[src/rtl/wb_stage_param.sv]
// Writeback stage: selects one of SRC_N result sources, registers it and drives the
// register-file write port via valid/ready. Optional byte-load extension: WB_BYTE_LOAD_EN.
module wb_stage_param #(
  parameter int unsigned DATA_W  = 16,
  parameter int unsigned SRC_N   = 4,
  parameter int unsigned SEL_W   = 2,
  parameter int unsigned REG_AW  = 3,
  parameter int unsigned R0_ZERO = 1,
  parameter int unsigned CNT_W   = 16
) (
  input  logic                    clock,
  input  logic                    reset_n,
  input  logic                    in_valid,
  output logic                    in_ready,
  input  logic [SRC_N*DATA_W-1:0] in_src,
  input  logic [SEL_W-1:0]        in_sel,
  input  logic                    in_regwrite,
  input  logic [REG_AW-1:0]       in_waddr,
`ifdef WB_BYTE_LOAD_EN
  input  logic                    in_bytesel,
  input  logic                    in_signed,
`endif
  output logic                    rf_we,
  output logic [REG_AW-1:0]       rf_waddr,
  output logic [DATA_W-1:0]       rf_wdata,
  input  logic                    rf_ready,
  output logic                    fwd_valid,
  output logic [REG_AW-1:0]       fwd_addr,
  output logic [DATA_W-1:0]       fwd_data,
  output logic [CNT_W-1:0]        retire_cnt,
  output logic                    err_sel
);

  logic              r_out_valid;
  logic              r_regwrite;
  logic [REG_AW-1:0] r_waddr;
  logic [DATA_W-1:0] r_wdata;
  logic [CNT_W-1:0]  r_retire_cnt;
  logic              r_err_sel;

  logic              w_in_ready;
  logic              w_accept;
  logic              w_drain;
  logic              w_sel_oob;
  logic              w_r0_drop;
  logic              w_we;
  logic [DATA_W-1:0] w_sel_data;

  assign w_in_ready = ~r_out_valid | rf_ready;
  assign w_accept   = in_valid & w_in_ready;
  assign w_drain    = r_out_valid & rf_ready;

  // Out-of-range selects (possible when 2**SEL_W > SRC_N) yield zero data.
  always_comb begin
    w_sel_data = '0;
    w_sel_oob  = (32'(in_sel) >= SRC_N);
    for (int unsigned k = 0; k < SRC_N; k++) begin
      if (32'(in_sel) == k) w_sel_data = in_src[k*DATA_W +: DATA_W];
    end
`ifdef WB_BYTE_LOAD_EN
    if ((in_sel == '0) && in_bytesel) begin
      w_sel_data = in_signed ? {{(DATA_W-8){in_src[7]}}, in_src[7:0]}
                             : {{(DATA_W-8){1'b0}}, in_src[7:0]};
    end
`endif
  end

  always_ff @(posedge clock or negedge reset_n) begin
    if (!reset_n) begin
      r_out_valid  <= 1'b0;
      r_regwrite   <= 1'b0;
      r_waddr      <= '0;
      r_wdata      <= '0;
      r_retire_cnt <= '0;
      r_err_sel    <= 1'b0;
    end else begin
      r_out_valid <= w_accept | (r_out_valid & ~rf_ready);
      if (w_accept) begin
        r_regwrite <= in_regwrite;
        r_waddr    <= in_waddr;
        r_wdata    <= w_sel_data;
        if (w_sel_oob) r_err_sel <= 1'b1;
      end
      if (w_drain) r_retire_cnt <= r_retire_cnt + CNT_W'(1);
    end
  end

  assign w_r0_drop = (R0_ZERO != 0) && (r_waddr == '0);
  assign w_we      = r_out_valid & r_regwrite & ~w_r0_drop;

  assign in_ready   = w_in_ready;
  assign rf_we      = w_we;
  assign rf_waddr   = r_waddr;
  assign rf_wdata   = r_wdata;
  assign fwd_valid  = w_we;
  assign fwd_addr   = r_waddr;
  assign fwd_data   = r_wdata;
  assign retire_cnt = r_retire_cnt;
  assign err_sel    = r_err_sel;

endmodule

[config.mk]
export PLATFORM = sky130hd
export DESIGN_NAME = wb_stage_param
export DESIGN_NICKNAME = d
export VERILOG_FILES = /design/src/rtl/wb_stage_param.sv
export SDC_FILE = /design/constraint.sdc
export NUM_CORES = 1
export LEC_CHECK = 0
export BUFFER_PORTS_ARGS = -buffer_cell sky130_fd_sc_hd__buf_4
export CORE_MARGIN = 5
export CORE_UTILIZATION = 40
export CTS_CLUSTER_DIAMETER = 40
export DETAILED_ROUTE_END_ITERATION = 16
export PLACE_DENSITY = 0.76
export RECOVER_POWER = 50
export SYNTH_ARGS = -nofsm -noshare
export SYNTH_HDL_FRONTEND = slang
export SYNTH_SLANG_ARGS = --single-unit
[constraint.sdc]
create_clock -name clock -period 1.9 [get_ports clock]
set_clock_uncertainty 0.15 [all_clocks]
set_input_delay 0.19 -clock clock [delete_from_list [all_inputs] [get_ports clock]]
set_output_delay 0.19 -clock clock [all_outputs]
set_load 0.005 [all_outputs]
After elaboration in Yosys (flattened, before gate mapping)
Cells that the tools add are included.
{ "classes": {"n_addsub": 1, "n_eq_ne": 3, "n_reduce_logical": 2, "muxes": 4, "n_bitwise": 10} }
{ "ops": {"columns": ["operator", "count"], "rows": [
  ["2-to-1 mux 16 bit", 4],
  ["adder 16 x 1 -> 16 bit (second input constant)", 1],
  ["bitwise AND 1 bit", 5],
  ["== test 2 bit (second input constant)", 2],
  ["zero test 3 bit", 1],
  ["inverter 1 bit", 3],
  ["== test 2 x 1 -> 1 bit (second input constant)", 1],
  ["zero test 2 bit", 1],
  ["OR 1 bit", 2]
]} }
{ "totals": {"out_inout_bits": 58, "in_bits": 74, "reg_bits": 37, "elab_cells": 25} }

Longest topological paths before layout
Gate-level depths: netlist of the first run.
{ "logic_depth": {"depth_word": 5, "depth_mapped": 5, "depth_no_buf": 5} }

Worst setup path after synthesis of the first run
No wires, ideal clock.
{ "synth_path": {"kind": "reg-to-reg", "start": "reg r_retire_cnt[0], in the netlist retire_cnt[0]", "end": "reg r_retire_cnt[12], in the netlist retire_cnt[12]", "setup_slack_ps": 284, "setup_time_ps": 123, "arrival_time_ps": 1343, "period_less_slack_ps": 1616, "n_path_buf": 0, "path_stages_with_launch": 6, "t_required_ps": 1627, "cell_sequence": "dfrtp_1 > ha_1 > nand3_2 > nor4_1 > nand4_1 > xnor2_1"} }
{ "synth_between": {"elab_chain_len": 1} }
{ "synth_lines": {"columns": ["element", "line", "rtl"], "rows": [
  ["start, declared", "38", "logic [CNT_W-1:0] r_retire_cnt;"],
  ["start signal, assigned", "84", "if (w_drain) r_retire_cnt <= r_retire_cnt + CNT_W'(1);"],
  ["adder 16 x 1 -> 16 bit", "84", null]
]} }
Every way passes these cells.
A chain may end at the register's enable or synchronous reset.

Worst setup path after layout of the first run
Same ends and word-level chain as after synthesis.

==> metrics.cfg, run 1 <==
[run_status]
outcome=complete, no violations

[setup_path]
worstPathCellList=ha_1 -> nand3_2 -> nor4_2 -> nand4_1 -> xnor2_1
cp-start-kind=flop
cp_slowest_cell=dfrtp_1
crit_path_max_incr_delay_ps=420
regToRegStartpoint=retire_cnt[0]
critPathKind=flop to flop
reg2reg_slack_ps=210
startpoint=retire_cnt[0]
end_kind=flop
path_max_fanout=4
arrival_ps=1700
crit_required_ps=1910

[logic_synthesis]
ys_warn_count=0
synth-edff-count=0
synth_area_leaders=dfrtp_1 45%, mux4_2 14%, mux2_2 11%, buf_4 8.3%, mux4_1 3.8%
syn_nets=223
synth_top_cells_by_count=37 x dfrtp_1, 23 x buf_4, 21 x mux2_2
syn-mean-instance-area_um2=14.0
yosysTopAreaCell=dfrtp_1
synth_top_area_share_pct=44.6
synth.most_common_cell=dfrtp_1
syn_area_um2=2070
yosysUniqueCellTypes=28
ys_async_sr_fraction_pct=100
ys_ff_latch=37
seq_area_frac_synth_pct=44.6
synthFlopType=dfrtp_1
synthCells=148

[final_layout]
drive_gt1_share_pct=65.8
antenna_cells=0
nNetsFinal=341
fin_util_pct=60.8
areaGrowthSynthToFinish_pct=48.8

[timing]
worst_slew_pin_slew_ps=893
timing.hold.ws_ps=104
period_minus_slack_ps=1690
hold_viol_final=0
grt_setup_unrepaired=no
finalSetupViolCount=0
finalCritPeriodShare_pct=89.1
drv_slew=0
setup_ws_ps=207
setup_tns_ps=0
slew_headroom_pct=40.4
fmax_mhz=591

[power_and_ir_drop]
powerDensity_nw_per_um2=812
power.leakage_nw=1.52
ir_drop_mv=0.479
power.total_mw=2.51

[clocking]
cts.sinks=37
cts-root-buf=clkbuf_8
clock_latency_ps=280
clockBufferDepth=2
clk_pin_slew_ps=70
cts_inserted_buffers=5
post_cts_buffers=0
cts_max_level=2
cts_tree=yes

[routing]
drc=0
ant_nets=0
dr.first_iter.drc_count=21
post_drt_wl_per_cell_um=15.6
vias=1619
viasPerCell=4.82
dr.pass1.iters=4
routed_wl_um=5240

[placed_design]
post-dp-hpwl_um=4280
port_buffers=130
place_ws_ps=151
routabilityCongestion=0.690

[grt]
grt_pass1_vias=1732
grt_max_degree=38
antenna_found_initial=0
grt_usage_pct=16.2
grt_pass1_wl_um=8140
overflow=0

[hold_path]
min_from=rf_ready
hold_class=input pin to flop

[floorplanning]
ios=132
core_area_um2=5070
start_util_pct=40.9
dieArea_um2=6730
row_count=26
fp.dieH_um=82.0
die_width_um=82.0

[job]
cap_violations=0

-- repair_timing --
item	4_1_cts	5_1_grt
gates resized for setup	0	1
hold buffers	6	0
hold endpoints to repair	42	0
endpoints found under the setup margin	0	1
-- layout make-up --
class,instances,area (um2)
multi-input combinational,81,931
tap,70,87.6
sequential,37,926
fill,444,1990
inverter,3,11.3
clock buffer,7,86.3
timing repair buffer,138,1040
-- power by group --
part	internal [mW]	switching (mW)	leakage, nW
Combinational	0.564	0.300	1.03
Clock	0.287	0.246	0.0443
Sequential	0.946	0.162	0.450
Total	1.80	0.708	1.52
-- metrics by stage --
| step | instances | instance area (um2) |
|---|---|---|
| after floorplan | 148 | 2070 |
| after global placement | 323 | 2940 |
| after detailed placement | 323 | 2940 |
| after CTS | 336 | 3090 |
| after global routing | 336 | 3090 |
| final | 336 | 3090 |
-- cells in the final DEF, fill, tap and decap left out, types with 6 or more instances in the layout --
master	count
dfrtp_1	37
mux2_2	21
clkbuf_4	24
xnor2_1	8
mux4_2	13
nand2_1	7
clkbuf_8	6
dlygate4sd3_1	6
buf_4	106
xor2_1	7
-- path summary, 6_finish.rpt --
check	cells after the start	end
min in group asynchronous	2	retire_cnt[4]
hold / removal	3	retire_cnt[0]
setup reg to reg	5	retire_cnt[12]
max in group asynchronous	2	retire_cnt[12]
setup / recovery	5	retire_cnt[12]
hold reg to reg	1	retire_cnt[15]
-- state kept, by name, indices dropped and copies added (netlist names) --
register	flops
fwd_data	16
retire_cnt	16
fwd_addr	3
r_out_valid	1
r_regwrite	1
-- logic make-up (layout without fill, tap and decap cells) --
| kind of cell | Yosys count | after routing | synth area share [%] |
|---|---|---|---|
| flip-flops | 37 | 37 | 44.6 |
| AND/OR/NAND/NOR | 26 | 26 | 7.66 |
| XOR/XNOR | 15 | 15 | 6.33 |
| other | 1 | 1 | 0.181 |
| adder cells (fa/ha/maj) | 1 | 1 | 0.603 |
| multiplexers | 37 | 37 | 29.3 |
| buffers and inverters | 30 | 148 | 10.8 |
| AO/OA/AOI/OAI | 1 | 1 | 0.483 |
-- layer usage --
layer | global-route usage (%) | share of wire, % | vias to the layer above
li1 | - | - | 748
met1 | 18.0 | 36 | 784
met2 | 29.2 | 54 | 81
met3 | 5.15 | 9.7 | 6
met4 | 5.15 | 1.2 | 0
met5 | 0 | 0 | -
-- critical path: cells and delay by family, from the launching register on --
| family | cells | cell delay [ps] |
|---|---|---|
| XOR/XNOR | 1 | 160 |
| adder cells (fa/ha/maj) | 1 | 180 |
| flip-flops | 1 | 420 |
| AND/OR/NAND/NOR | 3 | 650 |
Note: power is estimated with default switching activity, not from simulation.
==> run 2, diff against run 1 <==
--- a/config.mk
+++ b/config.mk
@@ -6,11 +6,13 @@
 export NUM_CORES = 1
 export LEC_CHECK = 0
 export BUFFER_PORTS_ARGS = -buffer_cell sky130_fd_sc_hd__buf_4
+export CELL_PAD_IN_SITES_DETAIL_PLACEMENT = 1
+export CELL_PAD_IN_SITES_GLOBAL_PLACEMENT = 2
 export CORE_MARGIN = 5
-export CORE_UTILIZATION = 40
+export CORE_UTILIZATION = 25
 export CTS_CLUSTER_DIAMETER = 40
 export DETAILED_ROUTE_END_ITERATION = 16
-export PLACE_DENSITY = 0.76
+export PLACE_DENSITY = 0.79
 export RECOVER_POWER = 50
 export SYNTH_ARGS = -nofsm -noshare
 export SYNTH_HDL_FRONTEND = slang
==> run 2 against run 1 <==
Effect of this change:
- global-route usage fell by 3.9 points
- critical path depth stayed put
- worst setup slack improved by 18 ps
- clock power is 13% higher
- hold slack improved by 1.1 ps
- power is 2.8% higher
- via count about the same
- first-iteration DRC count down 33%
- critical endpoint unchanged
- largest cell class unchanged
==> metrics.cfg, run 2 (synthesis gave the netlist of run 1 again) <==
[floorplanning]
die_width_um=101
start_util_pct=25.5
dieArea_um2=10200
ios=132
fp.dieH_um=101
core_area_um2=8130
row_count=33

[grt]
overflow=0
grt_pass1_vias=1968
grt_max_degree=38
grt_pass1_wl_um=9660
grt_usage_pct=12.3
antenna_found_initial=0

[routing]
routed_wl_um=6060
post_drt_wl_per_cell_um=16.3
viasPerCell=4.36
vias=1618
dr.pass1.iters=4
drc=0
ant_nets=0
dr.first_iter.drc_count=14

[final_layout]
final_common_cell=buf_4
antenna_cells=0
drive_gt1_share_pct=65.0
fin_util_pct=38.6
areaGrowthSynthToFinish_pct=51.3
nNetsFinal=340
mostFrequentLayoutCells=104 x buf_4, 37 x dfrtp_1, 21 x mux2_2, 21 x clkbuf_4, 13 x mux4_2

[placed_design]
routabilityCongestion=0.672
port_buffers=130
post-dp-hpwl_um=4860
place_ws_ps=96.2

[power_and_ir_drop]
power.leakage_nw=1.52
ir_drop_mv=0.262
power.total_mw=2.57
powerDensity_nw_per_um2=820

[timing]
slew_headroom_pct=36.4
grt_setup_unrepaired=no
hold_viol_final=0
period_minus_slack_ps=1680
timing.hold.ws_ps=105
finalSetupViolCount=0
setup_ws_ps=225
setup_tns_ps=0
drv_slew=0
finalCritPeriodShare_pct=88.2
worst_slew_pin_slew_ps=954
fmax_mhz=597

[clocking]
clock_latency_ps=280
cts_inserted_buffers=5
clockBufferDepth=2
cts.sinks=37
cts_max_level=2
post_cts_buffers=0
clk_pin_slew_ps=70
cts_tree=yes
cts-root-buf=clkbuf_8

[run_status]
outcome=complete, no violations

[setup_path]
crit_required_ps=1920
critPathKind=flop to flop
path_max_fanout=4
cp-start-kind=flop
arrival_ps=1700
end_kind=flop

[hold_path]
hold_class=input pin to flop

[job]
cap_violations=0

run 2: cell types whose count changed in the layout (fill, tap and decap cells not counted), sizes merged:
cell    previous run  this run
buf              106       105
clkinv             0         1
run 2: worst paths after layout:
| kind | startpoint | endpoint | slack [ps] | cells after the start |
|---|---|---|---|---|
| max reg2reg | retire_cnt[0] | retire_cnt[12] | 220 | 5 |
| min in group asynchronous | reset_n | fwd_addr[2] | 430 | 2 |
| max in group asynchronous | reset_n | fwd_data[6] | 580 | 2 |
| min reg2reg | retire_cnt[15] | retire_cnt[15] | 330 | 1 |
| min | rf_ready | retire_cnt[0] | 110 | 3 |
| max | retire_cnt[0] | retire_cnt[12] | 220 | 5 |
run 2: per-stage QoR:
step | cells | cell area (um2)
final | 371 | 3140
after CTS | 371 | 3150
after global placement | 357 | 2990
after floorplan | 148 | 2070
after detailed placement | 357 | 2990
after global routing | 371 | 3140
run 2: power by group:
| group | internal (mW) | leakage (nW) | switching, mW | total (mW) |
|---|---|---|---|---|
| clock network | 0.328 | 0.0542 | 0.277 | 0.605 |
| registers | 0.945 | 0.450 | 0.160 | 1.10 |
| logic | 0.557 | 1.02 | 0.307 | 0.864 |
run 2: area by class of cell:
| class | count | area [um2] |
|---|---|---|
| fillers | 904 | 4990 |
| clock inverters | 1 | 5.00 |
| well taps | 105 | 131 |
| flip-flops and latches | 37 | 926 |
| multi-input cells | 81 | 931 |
| repair buffers | 137 | 1040 |
| inverters | 3 | 11.3 |
| clock buffers | 7 | 96.3 |
run 2: critical path, cell delays in order (launching register included):
cell     delay, ps
dfrtp_1        430
ha_1           190
nand3_2        110
nor4_2         390
nand4_1        160
xnor2_1        140
run 2: what timing repair did:
item,4_1_cts,5_1_grt
resized for setup,0,1
hold buffers,6,0
setup endpoints to repair,0,2
hold endpoints to repair,42,0
run 2: metal layers:
layer	global-route usage (%)	routed length, um
met1	13.1	2130
met2	21.8	3220
met3	5.12	601
met4	3.78	104
met5	0	0
